==> src/rtl/ct_rtu_ereg_flag_commit_if.sv <==
// Retire-to-CP0 ereg flag bus: three retire slots in, one valid/ack update port out.
// master = IDU retire slots plus CP0 ack; slave = the flag commit block.
interface ct_rtu_ereg_flag_commit_if;
  logic       idu_rtu_retire0_ereg_vld;
  logic [5:0] idu_rtu_retire0_ereg_data;
  logic       idu_rtu_retire1_ereg_vld;
  logic [5:0] idu_rtu_retire1_ereg_data;
  logic       idu_rtu_retire2_ereg_vld;
  logic [5:0] idu_rtu_retire2_ereg_data;
  logic       cp0_rtu_ereg_upd_ack;
  logic       rtu_cp0_ereg_upd_vld;
  logic [5:0] rtu_cp0_ereg_upd_data;
  logic       rtu_cp0_ereg_empty;

  modport master (
    output idu_rtu_retire0_ereg_vld, idu_rtu_retire0_ereg_data,
    output idu_rtu_retire1_ereg_vld, idu_rtu_retire1_ereg_data,
    output idu_rtu_retire2_ereg_vld, idu_rtu_retire2_ereg_data,
    output cp0_rtu_ereg_upd_ack,
    input  rtu_cp0_ereg_upd_vld, rtu_cp0_ereg_upd_data, rtu_cp0_ereg_empty
  );

  modport slave (
    input  idu_rtu_retire0_ereg_vld, idu_rtu_retire0_ereg_data,
    input  idu_rtu_retire1_ereg_vld, idu_rtu_retire1_ereg_data,
    input  idu_rtu_retire2_ereg_vld, idu_rtu_retire2_ereg_data,
    input  cp0_rtu_ereg_upd_ack,
    output rtu_cp0_ereg_upd_vld, rtu_cp0_ereg_upd_data, rtu_cp0_ereg_empty
  );
endinterface

==> src/rtl/ct_rtu_ereg_flag_commit.sv <==
// Merges retired ereg flags (NX,UF,OF,DZ,NV,vxsat) and hands them to CP0 once each
// through a valid/ack port; flags arriving while CP0 stalls are OR-accumulated.
module ct_rtu_ereg_flag_commit (
  input  logic                         forever_cpuclk,
  input  logic                         cpurst_b,
  ct_rtu_ereg_flag_commit_if.slave     ereg
);

  typedef enum logic {IDLE, SEND} state_t;

  state_t     state_q;
  state_t     state_d;
  logic [5:0] out_reg;
  logic [5:0] out_d;
  logic [5:0] acc_reg;
  logic [5:0] acc_d;
  logic       acc_vld;
  logic       acc_vld_d;
  logic [5:0] retire_data;
  logic       retire_hit;

  // Slots with all-zero flags carry nothing to commit, so they never raise a hit.
  assign retire_data = ({6{ereg.idu_rtu_retire0_ereg_vld}} & ereg.idu_rtu_retire0_ereg_data)
                     | ({6{ereg.idu_rtu_retire1_ereg_vld}} & ereg.idu_rtu_retire1_ereg_data)
                     | ({6{ereg.idu_rtu_retire2_ereg_vld}} & ereg.idu_rtu_retire2_ereg_data);
  assign retire_hit  = |retire_data;

  always_comb begin
    state_d   = state_q;
    out_d     = out_reg;
    acc_d     = acc_reg;
    acc_vld_d = acc_vld;
    case (state_q)
      IDLE: begin
        if (retire_hit) begin
          out_d   = retire_data;
          state_d = SEND;
        end
      end
      SEND: begin
        if (ereg.cp0_rtu_ereg_upd_ack) begin
          // Same-cycle retires go to the next update, never the acknowledged one.
          if (acc_vld || retire_hit) begin
            out_d = ({6{acc_vld}} & acc_reg) | retire_data;
          end else begin
            state_d = IDLE;
          end
          acc_d     = 6'h00;
          acc_vld_d = 1'b0;
        end else if (retire_hit) begin
          acc_d     = acc_reg | retire_data;
          acc_vld_d = 1'b1;
        end
      end
      default: state_d = IDLE;
    endcase
  end

  always_ff @(posedge forever_cpuclk or negedge cpurst_b) begin
    if (!cpurst_b) begin
      state_q <= IDLE;
      out_reg <= 6'h00;
      acc_reg <= 6'h00;
      acc_vld <= 1'b0;
    end else begin
      state_q <= state_d;
      out_reg <= out_d;
      acc_reg <= acc_d;
      acc_vld <= acc_vld_d;
    end
  end

  assign ereg.rtu_cp0_ereg_upd_vld  = (state_q == SEND);
  assign ereg.rtu_cp0_ereg_upd_data = out_reg;
  assign ereg.rtu_cp0_ereg_empty    = (state_q == IDLE) && !acc_vld;

endmodule

==> src/flat_wrapper.sv <==
// flat-port wrapper written by rule: the top's interface ports become plain ports
module ct_rtu_ereg_flag_commit_flat 
  (forever_cpuclk, cpurst_b, ereg_idu_rtu_retire0_ereg_vld, ereg_idu_rtu_retire0_ereg_data, ereg_idu_rtu_retire1_ereg_vld, ereg_idu_rtu_retire1_ereg_data, ereg_idu_rtu_retire2_ereg_vld, ereg_idu_rtu_retire2_ereg_data, ereg_cp0_rtu_ereg_upd_ack, ereg_rtu_cp0_ereg_upd_vld, ereg_rtu_cp0_ereg_upd_data, ereg_rtu_cp0_ereg_empty);
  ct_rtu_ereg_flag_commit_if ereg_i ();
  input  logic forever_cpuclk;
  input  logic cpurst_b;
  input wire logic [$bits(ereg_i.idu_rtu_retire0_ereg_vld)-1:0] ereg_idu_rtu_retire0_ereg_vld;
  input wire logic [$bits(ereg_i.idu_rtu_retire0_ereg_data)-1:0] ereg_idu_rtu_retire0_ereg_data;
  input wire logic [$bits(ereg_i.idu_rtu_retire1_ereg_vld)-1:0] ereg_idu_rtu_retire1_ereg_vld;
  input wire logic [$bits(ereg_i.idu_rtu_retire1_ereg_data)-1:0] ereg_idu_rtu_retire1_ereg_data;
  input wire logic [$bits(ereg_i.idu_rtu_retire2_ereg_vld)-1:0] ereg_idu_rtu_retire2_ereg_vld;
  input wire logic [$bits(ereg_i.idu_rtu_retire2_ereg_data)-1:0] ereg_idu_rtu_retire2_ereg_data;
  input wire logic [$bits(ereg_i.cp0_rtu_ereg_upd_ack)-1:0] ereg_cp0_rtu_ereg_upd_ack;
  output wire logic [$bits(ereg_i.rtu_cp0_ereg_upd_vld)-1:0] ereg_rtu_cp0_ereg_upd_vld;
  output wire logic [$bits(ereg_i.rtu_cp0_ereg_upd_data)-1:0] ereg_rtu_cp0_ereg_upd_data;
  output wire logic [$bits(ereg_i.rtu_cp0_ereg_empty)-1:0] ereg_rtu_cp0_ereg_empty;
  assign ereg_i.idu_rtu_retire0_ereg_vld = ereg_idu_rtu_retire0_ereg_vld;
  assign ereg_i.idu_rtu_retire0_ereg_data = ereg_idu_rtu_retire0_ereg_data;
  assign ereg_i.idu_rtu_retire1_ereg_vld = ereg_idu_rtu_retire1_ereg_vld;
  assign ereg_i.idu_rtu_retire1_ereg_data = ereg_idu_rtu_retire1_ereg_data;
  assign ereg_i.idu_rtu_retire2_ereg_vld = ereg_idu_rtu_retire2_ereg_vld;
  assign ereg_i.idu_rtu_retire2_ereg_data = ereg_idu_rtu_retire2_ereg_data;
  assign ereg_i.cp0_rtu_ereg_upd_ack = ereg_cp0_rtu_ereg_upd_ack;
  assign ereg_rtu_cp0_ereg_upd_vld = ereg_i.rtu_cp0_ereg_upd_vld;
  assign ereg_rtu_cp0_ereg_upd_data = ereg_i.rtu_cp0_ereg_upd_data;
  assign ereg_rtu_cp0_ereg_empty = ereg_i.rtu_cp0_ereg_empty;
  ct_rtu_ereg_flag_commit u_core (.forever_cpuclk(forever_cpuclk), .cpurst_b(cpurst_b), .ereg(ereg_i));
endmodule
==> config.mk <==
export PLATFORM = sky130hd
export DESIGN_NAME = ct_rtu_ereg_flag_commit_flat
export DESIGN_NICKNAME = d
export VERILOG_FILES = /design/src/rtl/ct_rtu_ereg_flag_commit_if.sv /design/src/rtl/ct_rtu_ereg_flag_commit.sv /design/src/flat_wrapper.sv
export SDC_FILE = /design/constraint.sdc
export NUM_CORES = 1
export LEC_CHECK = 0
export CORE_UTILIZATION = 39
export DETAILED_ROUTE_END_ITERATION = 12
export GPL_ROUTABILITY_DRIVEN = 0
export GPL_TIMING_DRIVEN = 0
export PLACE_DENSITY = 0.74
export REMOVE_ABC_BUFFERS = 1
export SLEW_MARGIN = 20
export SYNTH_ARGS = -nofsm -noshare
export SYNTH_HDL_FRONTEND = slang
export SYNTH_SLANG_ARGS = --single-unit
export TNS_END_PERCENT = 1
==> constraint.sdc <==
create_clock -name forever_cpuclk -period 1.75 [get_ports forever_cpuclk]
set_input_delay 0.525 -clock forever_cpuclk [delete_from_list [all_inputs] [get_ports forever_cpuclk]]
set_output_delay 0.525 -clock forever_cpuclk [all_outputs]
set_load 0.02 [all_outputs]
* Yosys cells after proc, flatten, opt, wreduce, memory -nomap -nowiden *
Index checks and enable logic that the tools add are counted.

word-level totals
  register bits after elaboration = 14
  word-level logic and storage cells = 35
  bits of input ports = 24

operators by class
  eq/ne operators = 3
  reductions and logical operators = 7
  multiplexer cells = 12
  bitwise operators = 9

operators by type and width
  cell                                                                     count
  6-bit 2-to-1 mux                                                         5
  6-bit AND                                                                4
  6-bit OR                                                                 4
  6-bit one-hot mux with 2 select lines                                    1
  6-bit OR reduction                                                       1
  1-bit 2-to-1 mux                                                         5
  2-bit inequality test, second input constant                             2
  3-bit AND reduction                                                      1
  2-bit by 1-bit inequality test with 1-bit output, second input constant  1
  1-bit one-hot mux with 2 select lines                                    1
  2-bit AND reduction                                                      1
  2-bit nonzero test                                                       1
  1-bit logical AND                                                        1
  1-bit logical NOT                                                        1
  1-bit logical OR                                                         1
  1-bit inverter                                                           1

* Logic depth before layout (Yosys ltp) *
  depth after elaboration = 8
  depth in mapped cells = 5

* Least setup slack after synthesis *
OpenSTA, ideal clock, no wires.

  path type = input to register
  from = in ereg_idu_rtu_retire0_ereg_vld
  to = reg u_core.out_reg[0] (netlist: u_core.ereg.rtu_cp0_ereg_upd_data[0])
  path slack = -47 ps
  arrival = 1675 ps
  path buffers = 0
  cell stages on the path = 4
  setup time = 121 ps
  cell sequence = a222oi_1 nand4_1 o31a_1 o22a_1

between the ends
  cells in the longest elaborated chain, start to end = 7
  elaborated cells on any way between the ends = 13
  classes of those cells = 2 x eq/ne; 4 x mux; 4 x bitwise; 3 x reduce/logical

RTL lines
  item                                                                                           line                                                          text
  from (decl)                                                                                    flat_wrapper.sv:7                                             input wire logic [$bits(ereg_i.idu_rtu_retire0_ereg_vld)-1:0] ereg_idu_rtu_retire0_ereg_vld;
  6-bit AND *                                                                                    ct_rtu_ereg_flag_commit.sv:23                                 assign retire_data = ({6{ereg.idu_rtu_retire0_ereg_vld}} & ereg.idu_rtu_retire0_ereg_data)
  6-bit OR *                                                                                     ct_rtu_ereg_flag_commit.sv:24                                 | ({6{ereg.idu_rtu_retire1_ereg_vld}} & ereg.idu_rtu_retire1_ereg_data)
  6-bit OR *                                                                                     ct_rtu_ereg_flag_commit.sv:25                                 | ({6{ereg.idu_rtu_retire2_ereg_vld}} & ereg.idu_rtu_retire2_ereg_data);
  6-bit OR reduction or 6-bit OR (tied branches)                                                 ct_rtu_ereg_flag_commit.sv:26, ct_rtu_ereg_flag_commit.sv:44
  1-bit logical OR or 6-bit 2-to-1 mux (tied branches)                                           ct_rtu_ereg_flag_commit.sv:43                                 if (acc_vld || retire_hit) begin
  2-bit inequality test (no source line) or 6-bit 2-to-1 mux (tied branches)                     n/a
  3-bit AND reduction (no source line) or 6-bit one-hot mux with 2 select lines (tied branches)  n/a
  to (signal assigned)                                                                           ct_rtu_ereg_flag_commit.sv:67                                 out_reg <= out_d;
  to (decl)                                                                                      ct_rtu_ereg_flag_commit.sv:13                                 logic [5:0] out_reg;

Mark *: on every way between the ends. The rest lies on a longest branch, timed or not. The select of a mux whose other input is x is not followed.
A chain may end at the register's enable or synchronous reset.

* Worst setup path in the final report *
  from = in ereg_idu_rtu_retire0_ereg_data[0]
  to = reg u_core.out_reg[3] (netlist: u_core.ereg.rtu_cp0_ereg_upd_data[3])

between the ends
  cells in the longest elaborated chain, start to end = 7
  elaborated cells on any way between the ends = 8
  classes of those cells = 2 x eq/ne; 3 x bitwise; 3 x reduce/logical

RTL lines
  item                                    line                           text
  from (decl)                             flat_wrapper.sv:8              input wire logic [$bits(ereg_i.idu_rtu_retire0_ereg_data)-1:0] ereg_idu_rtu_retire0_ereg_data;
  6-bit AND *                             ct_rtu_ereg_flag_commit.sv:23
  6-bit OR *                              ct_rtu_ereg_flag_commit.sv:24
  6-bit OR *                              ct_rtu_ereg_flag_commit.sv:25
  6-bit OR reduction *                    ct_rtu_ereg_flag_commit.sv:26  assign retire_hit = |retire_data;
  1-bit logical OR                        ct_rtu_ereg_flag_commit.sv:43
  2-bit inequality test (no source line)  n/a
  3-bit AND reduction (no source line) *  n/a

Mark *: on every way between the ends. The rest lies on a longest branch, timed or not.

==> results.md <==
- Pre-antenna DRT Iters: 8
- Effective utilization at floorplan: 43.3%
- Switch share: 26.8%
- Final hold vios: 0
- Combinational Power Share: 29.3%
- Max capacitance violation total: 0
- Fin crit share: 106%
- Count of cell types in the netlist: 17
- GRT Total Usage: 24.6%
- Global-route wire length before repair: 3.40 mm
- Total CTS buffers: 3
- Hold path start: u_core.ereg.rtu_cp0_ereg_upd_data[4]
- Final layout net count: 143
- Max transition margin: 58.3%
- HPWL Detailed: 1.34 mm
- Syn Inst Count: 64
- Flop-to-flop setup slack: 180 ps
- Critical path fanouts, max: 6
- Antenna Cells: 0
- Status: complete, but fails checks
- Post-synth EDFFs: 0
- Power Internal: 619 uW
- Routed len/inst: 16.7 um
- Reg2reg end: u_core.ereg.rtu_cp0_ereg_upd_data[3]
- Violated checks: design-rule violations, negative setup slack
- Row count: 14
- Longest Clk Path Bufs: 2
- Top FF cell, synth: dfrtp_1
- Vias: 785
- Post-synthesis sequential area ratio: 51.9%
- Core area: 0.00156 mm2
- Synthesized cell area: 674 um2
- Clk_skew: 9.90 ps
- Die area: 0.00190 mm2
- WL final: 2.24 mm
- PD cells: 700 mW/mm2
- CTS H-Tree Depth: 1
- Arrival @ worst endpoint: 2030 ps
- Fmax: 538 MHz
- R2R depth: 3
- Sequential group share of total power: 43.5%
- Clock network power share: 27.2%
- Num ports: 32
- Worst endpoint required time: 1920 ps
- Initial DRC Count: 45
- Setup crit end: u_core.ereg.rtu_cp0_ereg_upd_data[3]
- Worst R2R Start: u_core.ereg.rtu_cp0_ereg_upd_vld
- Most frequent cells in the layout: 21 x buf_4, 13 x dfrtp_1, 9 x nand2_1
- Post-Syn Area per Cell: 10.5 um2
- Synthesized flop and latch total: 14
- Net switching power: 227 uW
- Crit Path Class: input pin to flop
- Min-delay worst type: flop to flop
- Hold WS: 491 ps
- Detail Route Antenna Nets: 0
- Largest net degree at the start of global routing: 15
- TritonCTS Sinks: 14
- Crit. Startpoint: ereg_idu_rtu_retire0_ereg_data[0]
- Port bufs: 31
- Max VDD drop: 0.000553 V
- Worst Setup Start Kind: input pin
- Antenna violations before repair: 0
- Hold_buf cts: 0
- Async S/R FF share, synth: 100%
- Clk root buf: clkbuf_4
- Vias in the first global route: 764
- Share of cells above drive strength 1: 35.6%
- Final WS setup: -107 ps
- Dpl cells: 108
- CP Capture Type: flop
- Commonest non-fill, non-tap cell in the layout: buf_4
- Yosys warnings: 0
- Final setup viols: 7
- RSZ-0062 raised after global routing: yes
- Area growth, synth to finish: 79.2%
- Leak pwr: 0.000574 uW
- Tmin final: 1860 ps
- Width of the die: 43.6 um
- Die Y: 43.6 um
- Vias/cell: 5.86
- TritonCTS clock tree: built
- Clock latency on the worst-skew pair: 280 ps
- # DRC: 5
- Overall power: 846 uW
- Final cell count without fillers: 134
- Clock transition at path regs: 90 ps
- Worst-Margin Slew: 623 ps
- Max Slew Vio Count: 0
- GR Overflow Total: 0
-- stage by stage --
step	utilization, %	setup WS (ps)	area [um2]	setup TNS [ps]
after detailed placement	63.7	-894	993	-8140
after global placement	63.7	-853	993	-7730
after global routing	77.5	-140	1210	-890
final	77.5	-107	1210	-535
after CTS	75.4	-56.3	1170	-285
after floorplan	-	-46.5	663	-259
-- power by group through the flow --
stage	logic, uW	clock network [uW]	registers [uW]
after floorplan	63.5	0	393
after global placement	192	0	373
after detailed placement	195	0	375
after CTS	238	230	368
after global routing	266	250	372
final	248	230	368
-- cell usage after synthesis (2+ instances only) --
library cell,number,area share [%]
dfrtp_1,14,52
nand2_1,9,5.0
a222oi_1,6,8.9
nand3_1,6,4.5
nor2b_1,6,5.6
o21a_1,6,6.7
o22a_1,6,7.8
clkbuf_1,2,1.1
-- per-layer routing --
metal  track usage, %  wire length [um]  up-vias  part of all wire (%)
li1                 -                 -      356                     -
met5                0                 0        -                     0
met3             3.75               189       11                   8.4
met4             15.6                89        0                   4.0
met1             30.0               883      380                    39
met2             40.6              1080       38                    48
-- final cells by class --
| type | count | area (um2) |
|---|---|---|
| well taps | 16 | 20.0 |
| flip-flops and latches | 14 | 352 |
| clock buffers | 4 | 36.3 |
| multi-input cells | 47 | 337 |
| repair buffers | 53 | 464 |
| fillers | 103 | 350 |
-- cell families after synthesis --
family,count (synthesis),share of synthesized area (%)
DFF,14,51.9
and+or+nand+nor,27,20.6
AOI/OAI and AO/OA,20,25.8
buffers and inverters,3,1.67
-- worst min path at each step --
stage | endpoint | slack, ps | cells after the start
floorplan | u_core.acc_reg[0] | 230 | 0
global placement | u_core.acc_reg[0] | 480 | 1
detailed placement | u_core.ereg.rtu_cp0_ereg_upd_data[4] | 480 | 1
CTS | u_core.ereg.rtu_cp0_ereg_upd_data[4] | 500 | 1
global route | u_core.acc_reg[5] | 510 | 1
finish | u_core.ereg.rtu_cp0_ereg_upd_data[4] | 490 | 1
-- worst max-delay path, cell delays in order --
cell           delay, ps
dlygate4sd2_1        230
a222oi_1             430
nand2_1              190
o31a_1               410
o22a_1               240
-- repair_timing --
action                                  4_1_cts  5_1_grt
gates resized for setup                      40       30
cloned                                        0        0
endpoints found under the setup margin       16       18
setup buffers                                22        1
pin swaps                                    12       12
(Power assumes the default switching activity.)
